==> config.mk <==
export PLATFORM = sky130hd
export DESIGN_NAME = hazard_ctrl
export DESIGN_NICKNAME = d
export VERILOG_FILES = /design/src/rtl/hazard_ctrl.sv
export SDC_FILE = /design/constraint.sdc
export NUM_CORES = 1
export LEC_CHECK = 0
export CORE_MARGIN = 2
export CORE_UTILIZATION = 47
export CTS_CLUSTER_SIZE = 28
export DETAILED_ROUTE_END_ITERATION = 10
export GPL_TIMING_DRIVEN = 0
export PLACE_DENSITY_LB_ADDON = 0.1
export SLEW_MARGIN = 25
export SYNTH_ARGS = -nofsm -noshare
export SYNTH_HDL_FRONTEND = slang
export SYNTH_SLANG_ARGS = --single-unit
export TNS_END_PERCENT = 30
==> constraint.sdc <==
create_clock -name clk -period 5 [get_ports clk]
set_input_delay 1 -clock clk [delete_from_list [all_inputs] [get_ports clk]]
set_output_delay 1 -clock clk [all_outputs]
set_load 0.01 [all_outputs]
==> src/rtl/hazard_ctrl.sv <==
// hazard_ctrl: hazard detection and forwarding-select generator for a
// 5-stage MIPS pipeline. Holds a shadow copy of the M/W destination fields,
// produces E-stage and D-stage forward selects plus stall/flush controls.
// Optional multi-cycle mult/div busy tracking is enabled by defining
// HAZARD_MULDIV_EN.
module hazard_ctrl #(
   parameter int REG_BITS      = 5,
   parameter int MULDIV_CYCLES = 32
) (
   input  logic                clk,
   input  logic                reset_n,
   input  logic [REG_BITS-1:0] rs_d,
   input  logic [REG_BITS-1:0] rt_d,
   input  logic                branch_d,
   input  logic [REG_BITS-1:0] rs_e,
   input  logic [REG_BITS-1:0] rt_e,
   input  logic [REG_BITS-1:0] write_reg_e,
   input  logic                reg_write_e,
   input  logic                mem_to_reg_e,
   input  logic                muldiv_start_e,
   output logic [1:0]          forward_a_e,
   output logic [1:0]          forward_b_e,
   output logic                forward_a_d,
   output logic                forward_b_d,
   output logic                stall_f,
   output logic                stall_d,
   output logic                flush_e
);

   localparam logic [REG_BITS-1:0] REG_ZERO = {REG_BITS{1'b0}};

   // Shadow of the M and W stage destination fields
   logic [REG_BITS-1:0] write_reg_m;
   logic                reg_write_m;
   logic                mem_to_reg_m;
   logic [REG_BITS-1:0] write_reg_w;
   logic                reg_write_w;

   logic                busy_s;
   logic                load_use_s;
   logic                branch_s;
   logic                stall_s;

   // True when an enabled write to dst would supply src; $0 never matches
   function automatic logic reg_hit(input logic [REG_BITS-1:0] src,
                                    input logic [REG_BITS-1:0] dst,
                                    input logic                en);
      return en && (src != REG_ZERO) && (src == dst);
   endfunction

   // E-stage source select: M result has priority over W result
   function automatic logic [1:0] fwd_sel(input logic hit_m, input logic hit_w);
      logic [1:0] sel;
      if (hit_m) begin
         sel = 2'b10;
      end else if (hit_w) begin
         sel = 2'b01;
      end else begin
         sel = 2'b00;
      end
      return sel;
   endfunction

   // Shadow pipeline advances every clock; stalls only freeze F/D
   always_ff @(posedge clk or negedge reset_n) begin
      if (!reset_n) begin
         write_reg_m  <= REG_ZERO;
         reg_write_m  <= 1'b0;
         mem_to_reg_m <= 1'b0;
         write_reg_w  <= REG_ZERO;
         reg_write_w  <= 1'b0;
      end else begin
         write_reg_m  <= write_reg_e;
         reg_write_m  <= reg_write_e;
         mem_to_reg_m <= mem_to_reg_e;
         write_reg_w  <= write_reg_m;
         reg_write_w  <= reg_write_m;
      end
   end

`ifdef HAZARD_MULDIV_EN
   localparam int CNT_W = $clog2(MULDIV_CYCLES + 1);
   localparam logic [CNT_W-1:0] CNT_ZERO = {CNT_W{1'b0}};
   localparam logic [CNT_W-1:0] CNT_ONE  = {{(CNT_W-1){1'b0}}, 1'b1};
   localparam logic [CNT_W-1:0] CNT_LOAD = CNT_W'(MULDIV_CYCLES);

   logic [CNT_W-1:0] busy_cnt_r;

   // Busy countdown; a start while already busy does not reload
   always_ff @(posedge clk or negedge reset_n) begin
      if (!reset_n) begin
         busy_cnt_r <= CNT_ZERO;
      end else if (busy_cnt_r != CNT_ZERO) begin
         busy_cnt_r <= busy_cnt_r - CNT_ONE;
      end else if (muldiv_start_e) begin
         busy_cnt_r <= CNT_LOAD;
      end else begin
         busy_cnt_r <= busy_cnt_r;
      end
   end

   assign busy_s = (busy_cnt_r != CNT_ZERO);
`else
   logic unused_muldiv_s;
   assign unused_muldiv_s = muldiv_start_e ^ (MULDIV_CYCLES > 0);
   assign busy_s = 1'b0;
`endif

   // Hazard causes, forward selects and stall/flush; everything held at 0 in reset
   always_comb begin
      forward_a_e = 2'b00;
      forward_b_e = 2'b00;
      forward_a_d = 1'b0;
      forward_b_d = 1'b0;
      stall_f     = 1'b0;
      stall_d     = 1'b0;
      flush_e     = 1'b0;

      load_use_s = mem_to_reg_e && ((rt_e == rs_d) || (rt_e == rt_d));
      branch_s   = branch_d &&
                   (reg_hit(rs_d, write_reg_e, reg_write_e)  ||
                    reg_hit(rt_d, write_reg_e, reg_write_e)  ||
                    reg_hit(rs_d, write_reg_m, mem_to_reg_m) ||
                    reg_hit(rt_d, write_reg_m, mem_to_reg_m));
      stall_s    = load_use_s || branch_s || busy_s;

      if (reset_n) begin
         forward_a_e = fwd_sel(reg_hit(rs_e, write_reg_m, reg_write_m),
                               reg_hit(rs_e, write_reg_w, reg_write_w));
         forward_b_e = fwd_sel(reg_hit(rt_e, write_reg_m, reg_write_m),
                               reg_hit(rt_e, write_reg_w, reg_write_w));
         forward_a_d = reg_hit(rs_d, write_reg_m, reg_write_m);
         forward_b_d = reg_hit(rt_d, write_reg_m, reg_write_m);
         stall_f     = stall_s;
         stall_d     = stall_s;
         flush_e     = stall_s;
      end else begin
         forward_a_e = 2'b00;
         forward_b_e = 2'b00;
         forward_a_d = 1'b0;
         forward_b_d = 1'b0;
         stall_f     = 1'b0;
         stall_d     = 1'b0;
         flush_e     = 1'b0;
      end
   end

endmodule

==> metrics.yaml, run 1 <==
routing:
  antenna_left: 0
  drt-initial-drc-count: 18
  drtPass1Iterations: 4
  routed_via_density: 5.50
  drt-total-wl_um: 2640
  vias: 952
  drcViolationCount: 0
  drt-wirelength-per-cell_um: 15.3
synthesis:
  yosysMostFrequentCell: "xnor2_1"
  yosys_warnings: 0
  synth_cells: 109
  yosysTopAreaCell: "xnor2_1"
  syn-num-nets: 140
  synth_edf_count: 0
  ys.flop_type: "dfrtp_1"
  yosysSeqAreaShare_pct: 30.1
  ys_async_sr_fraction_pct: 100
  synth_common_cells: "38 x xnor2_1, 13 x dfrtp_1, 10 x xor2_1, 8 x nand4_1, 5 x nor4_1"
  netlist_area_um2: 1080
  synth-seq-cells: 13
  synthTopCellsByArea: "xnor2_1 31%, dfrtp_1 30%, xor2_1 8.1%"
  syn_area_per_cell_um2: 9.91
  synth_top_area_share_pct: 30.8
  synth.distinct_cells: 23
power_and_ir_drop:
  p_per_area_nw_per_um2: 187
  net-switching-power_uw: 81.3
  peakVddDrop_uv: 159
  power.total_uw: 273
  switching_share_pct: 29.8
  power_frac_seq_pct: 43.0
  leakagePower_uw: 0.000512
  p_clk_share_pct: 24.3
  combPwrFrac_pct: 32.8
  power.internal_uw: 191
worst_setup_path:
  critical_path.most_common_cell: "clkdlybuf4s50_1"
  r2r_slack_ns: 4.36
  end_kind: "output port"
  crit_arrival_ns: 3.33
  critPathLaunchType: "input port"
  critical_path_class: "input port to output port"
  crit_path_max_fanout: 4
  critPathSlowestCell: "or4_4"
  crit_required_ns: 4.00
  crit_family: "buffers and inverters"
  path_cells: "clkdlybuf4s50_1 > or4_4 > o211ai_2 > nor4_1 > o2111ai_1 > nand3_1 > buf_4 > clkdlybuf4s50_1"
  cp_num_buf_inv: 3
  cp_slowest_stage_delay_ns: 0.59
global_route:
  overflow: 0
  antenna_found_initial: 0
  grt_max_degree: 23
  grt_pass1_vias: 981
  grt_first_pass_wirelength_um: 4310
  grt_usage_pct: 22.4
clocking:
  postCtsSetupRepairBufs: 0
  cts_buffer_depth: 2
  clk_pin_slew_worst_paths_ns: 0.08
  cts-root-buf: "clkbuf_4"
  clock_sinks: 13
  htree_levels: 1
  hold_buffers: 0
  ctsResizeCount: 0
  cts_tree: "done"
  clock_latency_ns: 0.28
  numCtsBuffers: 3
timing:
  slew_violations: 0
  period_needed_ns: 4.33
  tns_ns: 0
  setup_viol: 0
  fmax_ghz: 0.231
  slew_headroom_pct: 42.2
  hold_viol_final: 0
  max_slew.worst_pin.slew_ns: 0.865
  finalCritPeriodShare_pct: 86.6
  rsz0062_at_grt: "no"
  skew_ns: 0.000559
die:
  core_area_um2: 2190
  rows: 17
  die_y_um: 51.9
  die_w_um: 51.9
  start_util_pct: 49.3
  ios: 40
  die_area_um2: 2700
outcome:
  status: "completed"
layout:
  antenna_cells: 0
  nFillCells: 187
  final_layout_size_suffix_gt1_share_pct: 11.0
  final_nets: 177
  area_delta_synth_final_pct: 35.3
placed_design:
  io_buffers: 32
  gp_congestion: 0.769
  place_hpwl_um: 2160
run:
  cap_viol_max_count: 0
worst_hold_path:
  hold_class: "register to register"
flip-flops by register name, indices dropped and copies added, names as in the netlist:
| signal | cells |
|---|---|
| write_reg_m | 5 |
| write_reg_w | 5 |
| mem_to_reg_m | 1 |
| reg_write_w | 1 |
| reg_write_m | 1 |
area by class of cell:
type | count | area (um^2) | share of cell area, %
multi-input combinational | 85 | 694 | 47.5
sequential | 13 | 325 | 22.3
timing repair buffer | 32 | 320 | 21.9
buffer | 9 | 52.6 | 3.60
tap | 28 | 35.0 | 2.40
clock buffer | 4 | 26.3 | 1.80
inverter | 2 | 7.51 | 0.514
worst paths after layout:
check	start	endpoint	cells after the start
worst max-delay path	rt_d[1]	stall_d	8
worst min register to register	write_reg_m[4]	write_reg_w[4]	0
worst min-delay path	write_reg_m[4]	write_reg_w[4]	0
min in group asynchronous	reset_n	write_reg_m[2]	1
max in group asynchronous	reset_n	reg_write_m	1
worst max register to register	write_reg_m[1]	write_reg_w[1]	0
metal layers:
layer / global-route usage, % / part of all wire (%) / wire length, um / up-vias
li1: - / - / - / 453
met1: 23.6 / 40 / 1060 / 458
met2: 41.1 / 53 / 1400 / 35
met3: 5.75 / 5.3 / 139 / 6
met4: 10.1 / 1.7 / 46 / 0
met5: 0 / 0 / 0 / -
stage by stage:
| step | util (%) | cell area, um^2 | instances | hold WS (ns) | setup WS (ns) |
|---|---|---|---|---|---|
| 6_report | 66.7 | 1460 | 173 | 0.379 | 0.670 |
| 5_1_grt | 66.7 | 1460 | 173 | 0.394 | 0.519 |
| 4_1_cts | 66.7 | 1460 | 173 | 0.380 | 0.669 |
| 3_5_place_dp | 65.5 | 1440 | 169 | 0.362 | 0.672 |
| 3_3_place_gp | 65.5 | 1440 | 169 | 0.359 | 0.728 |
| 2_1_floorplan | - | 1080 | 109 | 0.352 | 1.73 |
power groups by stage:
stage          combinational [uW]  sequential [uW]  clock, uW
6_report                     89.4              117       66.2
5_1_grt                      97.0              118       72.8
4_1_cts                      90.2              117       67.1
3_5_place_dp                 89.8              119          0
3_3_place_gp                 87.2              119          0
2_1_floorplan                50.2              117          0
cell usage in the layout, fill, tap and decap left out, types with 2 or more instances in the layout:
| cell type | n |
|---|---|
| xnor2_1 | 38 |
| clkdlybuf4s50_1 | 32 |
| dfrtp_1 | 13 |
| xor2_1 | 10 |
| nand4_1 | 8 |
| nor4_1 | 5 |
| clkbuf_1 | 4 |
| nand3_1 | 4 |
| buf_2 | 3 |
| or4_4 | 3 |
| clkbuf_4 | 3 |
| o211ai_1 | 2 |
| o22ai_1 | 2 |
| o211ai_2 | 2 |
| o2111ai_1 | 2 |
| inv_1 | 2 |
| and3_1 | 2 |
| and2_1 | 2 |
| buf_4 | 2 |
logic make-up after synthesis:
family | after synthesis | share of synthesized area, %
compound gates | 9 | 7.30
xor+xnor | 48 | 38.9
simple gates | 28 | 18.1
buf+inv | 11 | 5.56
flops | 13 | 30.1
No activity file was read; power rests on OpenSTA's default activity.
==> inputs of run 2 (changes only) <==
HOLD_SLACK_MARGIN = 0.1   (was default)
==> results of run 2 <==
No change in the layout: final DEF, timing and power equal those of run 1.
